File: src/rtl/bt_uart_pkg.sv
// Shared definitions for the Bluetooth UART transmit slice.
// Optional feature macro: BT_UART_CR_TERMINATE_EN (stop the frame after the first CR byte).
package bt_uart_pkg;

  typedef enum logic [2:0] {
    IDLE,
    START_BIT,
    DATA_BITS,
    STOP_BIT,
    FINISH
  } bt_state_t;

  localparam logic [7:0] ASCII_CR = 8'h0D;

  localparam int FRAME_BYTES_DEFAULT  = 18;
  localparam int CLKS_PER_BIT_DEFAULT = 434;

endpackage

File: src/rtl/bt_baud_tick.sv
// Bit-period timer: one-cycle tick every CLKS_PER_BIT cycles, restartable.
module bt_baud_tick
  import bt_uart_pkg::*;
#(
  parameter int CLKS_PER_BIT = CLKS_PER_BIT_DEFAULT
) (
  input  logic clk,
  input  logic reset,
  input  logic restart,
  output logic tick
);

  localparam int CNT_W = $clog2(CLKS_PER_BIT);
  localparam logic [CNT_W-1:0] LAST = CNT_W'(CLKS_PER_BIT - 1);

  logic [CNT_W-1:0] count;

  // Count 0..CLKS_PER_BIT-1, wrapping at every bit boundary; restart aligns to a new frame.
  always_ff @(posedge clk) begin
    if (reset || restart || (count == LAST)) begin
      count <= '0;
    end else begin
      count <= count + 1'b1;
    end
  end

  assign tick = (count == LAST);

endmodule

File: src/rtl/bluetooth_uart_tx.sv
// 8N1 serial transmitter for one latched Bluetooth command frame.
// Optional feature macro: BT_UART_CR_TERMINATE_EN (frame ends after the first CR byte).
module bluetooth_uart_tx
  import bt_uart_pkg::*;
#(
  parameter int CLKS_PER_BIT = CLKS_PER_BIT_DEFAULT,
  parameter int FRAME_BYTES  = FRAME_BYTES_DEFAULT
) (
  input  logic                     clk,
  input  logic                     reset,
  input  logic [8*FRAME_BYTES-1:0] frame_data,
  input  logic                     start,
  output logic                     tx,
  output logic                     busy,
  output logic                     done
);

  localparam logic [4:0] LAST_IDX = 5'(FRAME_BYTES - 1);

  bt_state_t                state;
  logic [8*FRAME_BYTES-1:0] frame_buf;
  logic [4:0]               byte_idx;
  logic [2:0]               bit_idx;
  logic [7:0]               cur_byte;
  logic                     accept;
  logic                     last_byte;
  logic                     bit_tick;

  assign cur_byte = frame_buf[{byte_idx, 3'b000} +: 8];
  assign accept   = start && ((state == IDLE) || (state == FINISH));

`ifdef BT_UART_CR_TERMINATE_EN
  assign last_byte = (byte_idx == LAST_IDX) || (cur_byte == ASCII_CR);
`else
  assign last_byte = (byte_idx == LAST_IDX);
`endif

  bt_baud_tick #(
    .CLKS_PER_BIT(CLKS_PER_BIT)
  ) u_baud (
    .clk    (clk),
    .reset  (reset),
    .restart(accept),
    .tick   (bit_tick)
  );

  // Frame FSM with registered tx/busy/done; FINISH accepts a new start just like IDLE.
  always_ff @(posedge clk) begin
    if (reset) begin
      state     <= IDLE;
      tx        <= 1'b1;
      busy      <= 1'b0;
      done      <= 1'b0;
      byte_idx  <= '0;
      bit_idx   <= '0;
      frame_buf <= '0;
    end else begin
      done <= 1'b0;
      case (state)
        IDLE, FINISH: begin
          if (start) begin
            frame_buf <= frame_data;
            byte_idx  <= '0;
            bit_idx   <= '0;
            state     <= START_BIT;
            tx        <= 1'b0;
            busy      <= 1'b1;
          end else begin
            state <= IDLE;
            tx    <= 1'b1;
            busy  <= 1'b0;
          end
        end
        START_BIT: begin
          if (bit_tick) begin
            state   <= DATA_BITS;
            bit_idx <= '0;
            tx      <= cur_byte[0];
          end
        end
        DATA_BITS: begin
          if (bit_tick) begin
            if (bit_idx == 3'd7) begin
              state <= STOP_BIT;
              tx    <= 1'b1;
            end else begin
              bit_idx <= bit_idx + 3'd1;
              tx      <= cur_byte[bit_idx + 3'd1];
            end
          end
        end
        STOP_BIT: begin
          if (bit_tick) begin
            if (last_byte) begin
              state <= FINISH;
              done  <= 1'b1;
              busy  <= 1'b0;
              tx    <= 1'b1;
            end else begin
              byte_idx <= byte_idx + 5'd1;
              state    <= START_BIT;
              tx       <= 1'b0;
            end
          end
        end
        default: begin
          state <= IDLE;
          tx    <= 1'b1;
          busy  <= 1'b0;
        end
      endcase
    end
  end

endmodule

File: config.mk
export PLATFORM = sky130hd
export DESIGN_NAME = bluetooth_uart_tx
export DESIGN_NICKNAME = d
export VERILOG_FILES = /design/src/rtl/bt_uart_pkg.sv /design/src/rtl/bt_baud_tick.sv /design/src/rtl/bluetooth_uart_tx.sv
export SDC_FILE = /design/constraint.sdc
export NUM_CORES = 1
export LEC_CHECK = 0
export ABC_AREA = 1
export BUFFER_PORTS_ARGS = -buffer_cell sky130_fd_sc_hd__buf_2
export CAP_MARGIN = 15
export CORE_ASPECT_RATIO = 2
export CORE_MARGIN = 5
export CORE_UTILIZATION = 45
export DETAILED_ROUTE_END_ITERATION = 10
export PLACE_DENSITY = 0.79
export SYNTH_ARGS = -nofsm -noshare
export SYNTH_HDL_FRONTEND = slang
export SYNTH_SLANG_ARGS = --single-unit
File: constraint.sdc
create_clock -name clk -period 2.1 [get_ports clk]
set_input_delay 0.315 -clock clk [delete_from_list [all_inputs] [get_ports clk]]
set_output_delay 0.315 -clock clk [all_outputs]
set_load 0.05 [all_outputs]
# Yosys cells after proc, flatten, opt, wreduce, memory -nomap -nowiden
# Index checks and enable logic that the tools add are counted.
[totals]
register_bits = 167
in_bits = 147
out_inout_bits = 3
elab_cells = 76
[op_classes]
addsub = 3
order_cmp = 1
n_eq_ne = 15
shifts = 1
n_mux = 29
n_bitwise = 3
reduce_logical = 16
[op_table]
columns = ["operator", "n"]
rows = [
  ["144-bit by 9-bit variable part select with 8-bit output", 1],
  ["3-bit two-way mux", 9],
  ["2-bit != test, second input constant", 8],
  ["5-bit two-way mux", 3],
  ["3-bit case mux with 4 select lines", 1],
  ["1-bit two-way mux", 11],
  ["5-bit case mux with 2 select lines", 1],
  ["9-bit by 1-bit adder with 9-bit output, second input constant", 1],
  ["9-bit == test, second input constant", 1],
  ["3-bit case mux with 3 select lines", 1],
  ["4-bit AND reduction", 2],
  ["3-bit by 2-bit == test with 1-bit output, second input constant", 2],
  ["3-bit == test, second input constant", 2],
  ["3-bit AND reduction", 2],
  ["5-bit by 1-bit adder with 5-bit output, second input constant", 1],
  ["5-bit == test, second input constant", 1],
  ["5-bit AND reduction", 1],
  ["3-bit by 4-bit < comparator with 1-bit output, second input constant", 1],
  ["1-bit case mux with 4 select lines", 1],
  ["2-bit OR reduction", 2],
  ["3-bit by 1-bit adder with 3-bit output, second input constant", 1],
  ["1-bit binary-select mux with 3-bit select", 1],
  ["3-bit by 1-bit == test with 1-bit output, second input constant", 1],
  ["3-bit zero test", 1],
  ["other kinds (8)", 12],
]

# Depth between registers and ports, before layout
[logic_depth]
ltp_word = 6
depth_mapped = 18
ltp_nobuf = 16

# Hierarchy
# A second synthesis with hierarchy kept.
[hier_totals]
cells_unflattened = 1132
hier_area_um2 = 7763.7
[modules_own_cells]
columns = ["mod", "instances", "cells_each", "area_per_inst_um2", "seq_area_each_um2"]
rows = [
  ["bluetooth_uart_tx", 1, 1068, 7299.5, 3163.0],
  ["bt_baud_tick", 1, 64, 464.2, 180.2],
]

# Worst setup path after synthesis
# Ideal clock, no wire load.
[synth_path]
path_type = "reg-to-reg"
start = "reg byte_idx[1]"
end = "reg byte_idx[4]"
setup_time_ns = 0.123
arrival_ns = 1.503
t_required_ns = 1.977
path_slack_ns = 0.474
stages_incl_launch_ff = 14
path_buffers = 1
period_less_slack_ns = 1.626
path_cell_list = "dfxtp_1 > inv_1 > buf_2 > ha_1 > nand3_1 > nand2_1 > nor2_2 > nor2_1 > inv_2 > nand2_1 > nor2_2 > nand2_1 > o21ai_1 > a21oi_1"
[synth_via]
elab_chain_cells = 4
elab_cells_between_ends = 7
cone_classes = "add/sub: 1; eq/ne: 2; mux: 3; reduce/logical: 1"
[synth_lines]
columns = ["item", "line", "rtl"]
rows = [
  ["from (decl)", "bluetooth_uart_tx.sv:22", "logic [4:0] byte_idx;"],
  ["from (signal assigned)", "bluetooth_uart_tx.sv:100", "byte_idx <= byte_idx + 5'd1;"],
  ["5-bit by 1-bit adder with 5-bit output", "bluetooth_uart_tx.sv:100", ""],
  ["5-bit two-way mux", "bluetooth_uart_tx.sv:94", "if (last_byte) begin"],
  ["5-bit two-way mux", "bluetooth_uart_tx.sv:93", "if (bit_tick) begin"],
  ["5-bit case mux with 2 select lines", "bluetooth_uart_tx.sv:59", "case (state)"],
]
# Parallel ways exist; a longest one is shown, timed or not. The select of a mux whose other input is x is not followed.
# A chain may end at the register's enable or synchronous reset.

# Worst setup path after layout
# Ends and elaborated chain as after synthesis.

==> summary.md <==
| Metric | Value |
|---|---|
| Status | `completed` |
| Final WL | `21,500 um` |
| Starting DRT DRC Count | `335` |
| Avg Inst Size Synth | `6.85 um2` |
| Post-CTS Resized | `0` |
| Worst EP arrival | `2220 ps` |
| Hold Vio Cnt, Final | `0` |
| Post-route DRC violation count | `0` |
| Starting density of the core | `45.8%` |
| H-Tree Depth | `4` |
| Most frequent cells in the layout | `nand2_1, dfxtp_1, inv_1, a21oi_1, buf_2` |
| Routed vias/inst | `5.18` |
| Hold Buf Count CTS | `0` |
| DIE WIDTH | `102 um` |
| Worst r2r src | `byte_idx[1]` |
| Io pins | `150` |
| Tmin final | `1910 ps` |
| Tcrit/Tclk final | `91.2%` |
| Setup crit end | `byte_idx[4]` |
| Longest Clk Path Bufs | `2` |
| Startpoint Class | `register` |
| Rows | `67` |
| Final clock skew | `9.21 ps` |
| Clk sinks | `167` |
| Worst-Margin Slew | `459 ps` |
| Syn nets | `1,274` |
| Synth Cell Area | `7680 um2` |
| Fmax | `522 MHz` |
| Vias in the first global route | `7,370` |
| Pre-CTS setup slack | `242 ps` |
| Root buffer cell | `clkbuf_16` |
| Clock latency on the worst-skew pair | `430 ps` |
| Detailed-route wire length per cell | `14.8 um` |
| Endpoints failing setup | `0` |
| CTS tree | `built` |
| First-pass GRT wire length | `34,000 um` |
| Final net count | `1,391` |
| Fillers | `1,672` |
| P_leak | `4.17 nW` |
| GRT Residual Overflow | `0` |
| Crit. Startpoint | `byte_idx[1]` |
| CTS clk-pin slew, worst paths | `60 ps` |
| CP endpoint kind | `register` |
| CP required | `2410 ps` |
| Cts bufs inserted | `17` |
| Cells after Synth | `1,121` |
| VDD IR-drop max | `0.000618 V` |
| Max-Cap Viols | `0` |
| Layout cell share with drive strength beyond 1 | `17.4%` |
| Synth unique cells | `34` |
| HP Class | `in2reg` |
| YS warnings | `0` |
| Slew margin rel. | `69.1%` |
| Area growth from synthesis to layout | `18.8%` |
| Count of state elements after synthesis | `167` |
| Post-DP HPWL | `16,000 um` |
| Diodes inserted | `0` |
| Final WS setup | `185 ps` |
| GRT Util Overall | `21.7%` |
| Antenna violations before repair | `0` |
| Post-CTS Setup Repair Bufs | `0` |
| Die height | `195 um` |
| Core Box Area | `16,800 um2` |
| Post-DRT Antenna Nets | `0` |
| R2r worst-path depth | `12` |
| RSZ-0062 raised after global routing | `no` |
| TNS Setup | `0 ps` |
| Register area share after synthesis | `43.5%` |
| Max-slew violations | `0` |
| Pwr Density | `1110 nW/um2` |
| RR Endpoint | `byte_idx[4]` |
| Largest net degree at the start of global routing | `82` |
| Flop2flop setup slack | `190 ps` |
| DR pass1 iterations | `4` |
| Critical path class | `reg2reg` |
| Via Count | `7,550` |
| Crit path max fanout | `8` |
| Die area | `19,900 um2` |
| IO buf count | `149` |
| Placer Congestion | `0.943` |
| Leading cell type in the layout, fill and taps excluded | `nand2_1` |
==> kinds of logic (layout without fill, tap and decap cells) <==
| family | count (synthesis) | after routing | synth area share [%] |
|---|---|---|---|
| flip-flops | 167 | 167 | 43.5 |
| adder cells (fa/ha/maj) | 6 | 6 | 0.977 |
| buffers and inverters | 234 | 364 | 12.7 |
| XOR/XNOR | 1 | 1 | 0.114 |
| AND/OR/NAND/NOR | 399 | 399 | 22.0 |
| AO/OA/AOI/OAI | 314 | 314 | 20.8 |
==> stage by stage <==
step	power [mW]	area, um2	cells	hold WS, ps	utilization (%)
6_report	10.1	9130	1458	150	54.4
5_1_grt	10.7	9130	1458	167	54.4
4_1_cts	10.1	9130	1458	146	54.4
3_5_place_dp	7.15	8560	1426	443	51.1
3_3_place_gp	7.07	8560	1426	437	51.1
2_1_floorplan	6.29	7680	1121	429	-
==> cells in the mapped netlist, drive strengths merged <==
library cell | count | share of area (%)
a21oi | 152 | 10
nand4 | 2 | 0.24
o21ai | 154 | 10
buf | 32 | 2.8
inv | 158 | 7.8
nor2 | 74 | 3.9
nor3b | 1 | 0.098
nor4 | 3 | 0.24
ha | 6 | 0.98
nand3b | 2 | 0.20
clkinv | 2 | 0.098
a21boi | 1 | 0.098
nand3 | 90 | 5.9
xnor2 | 1 | 0.11
and3 | 1 | 0.081
dfxtp | 167 | 44
clkbuf | 42 | 2.1
o211ai | 4 | 0.39
nor3 | 9 | 0.72
nand2 | 217 | 11
a211oi | 3 | 0.29
==> worst min-delay path by stage <==
stage                    start             end  slack [ps]  cells after the start
2_1_floorplan   frame_buf[100]  frame_buf[100]         430                      2
3_3_place_gp     frame_buf[14]   frame_buf[14]         440                      2
3_5_place_dp      frame_buf[6]    frame_buf[6]         440                      2
4_1_cts        frame_data[131]  frame_buf[131]         150                      3
5_1_grt        frame_data[133]  frame_buf[133]         170                      3
6_report       frame_data[131]  frame_buf[131]         150                      3
==> per-layer routing <==
layer  GRT usage, %  vias up  routed length [um]
met5              0        -                   0
met4           15.8        0                1590
met3           3.44       84                1030
met2           38.3      245               11200
met1           22.3     3387                7720
li1               -     3834                   -
==> cell type report <==
cell class                 count  area (um2)  area share [%]
clock buffer                  18         439            4.81
sequential                   167        3340            36.7
clock inverter                14         124            1.36
multi-input combinational    720        3370            37.0
inverter                     160         604            6.62
tap                          207         259            2.84
timing repair buffer         172         981            10.8
==> critical path, stage by stage, from the launching register on <==
cell and delay, ps:
dfxtp_1 330, inv_1 150, ha_1 240, nand3_1 150, nand2_1 100, nor2_2 200
nor2_1 90, inv_2 100, nand2_1 70, nor2_2 90, nand2_1 80, o21ai_1 130
a21oi_1 60
==> flip-flops by register name, indices dropped and copies added, names as in the netlist <==
| signal | cells |
|---|---|
| bit_idx | 3 |
| tx | 1 |
| state | 3 |
| u_baud.count | 9 |
| frame_buf | 144 |
| byte_idx | 5 |
| done | 1 |
| busy | 1 |
==> report_power, final <==
part | internal [mW] | total [mW] | switching (mW)
combinational | 0.979 | 2.86 | 1.88
clock | 1.67 | 2.98 | 1.31
sequential | 3.98 | 4.25 | 0.270
Power figures use the tool's default switching activity.
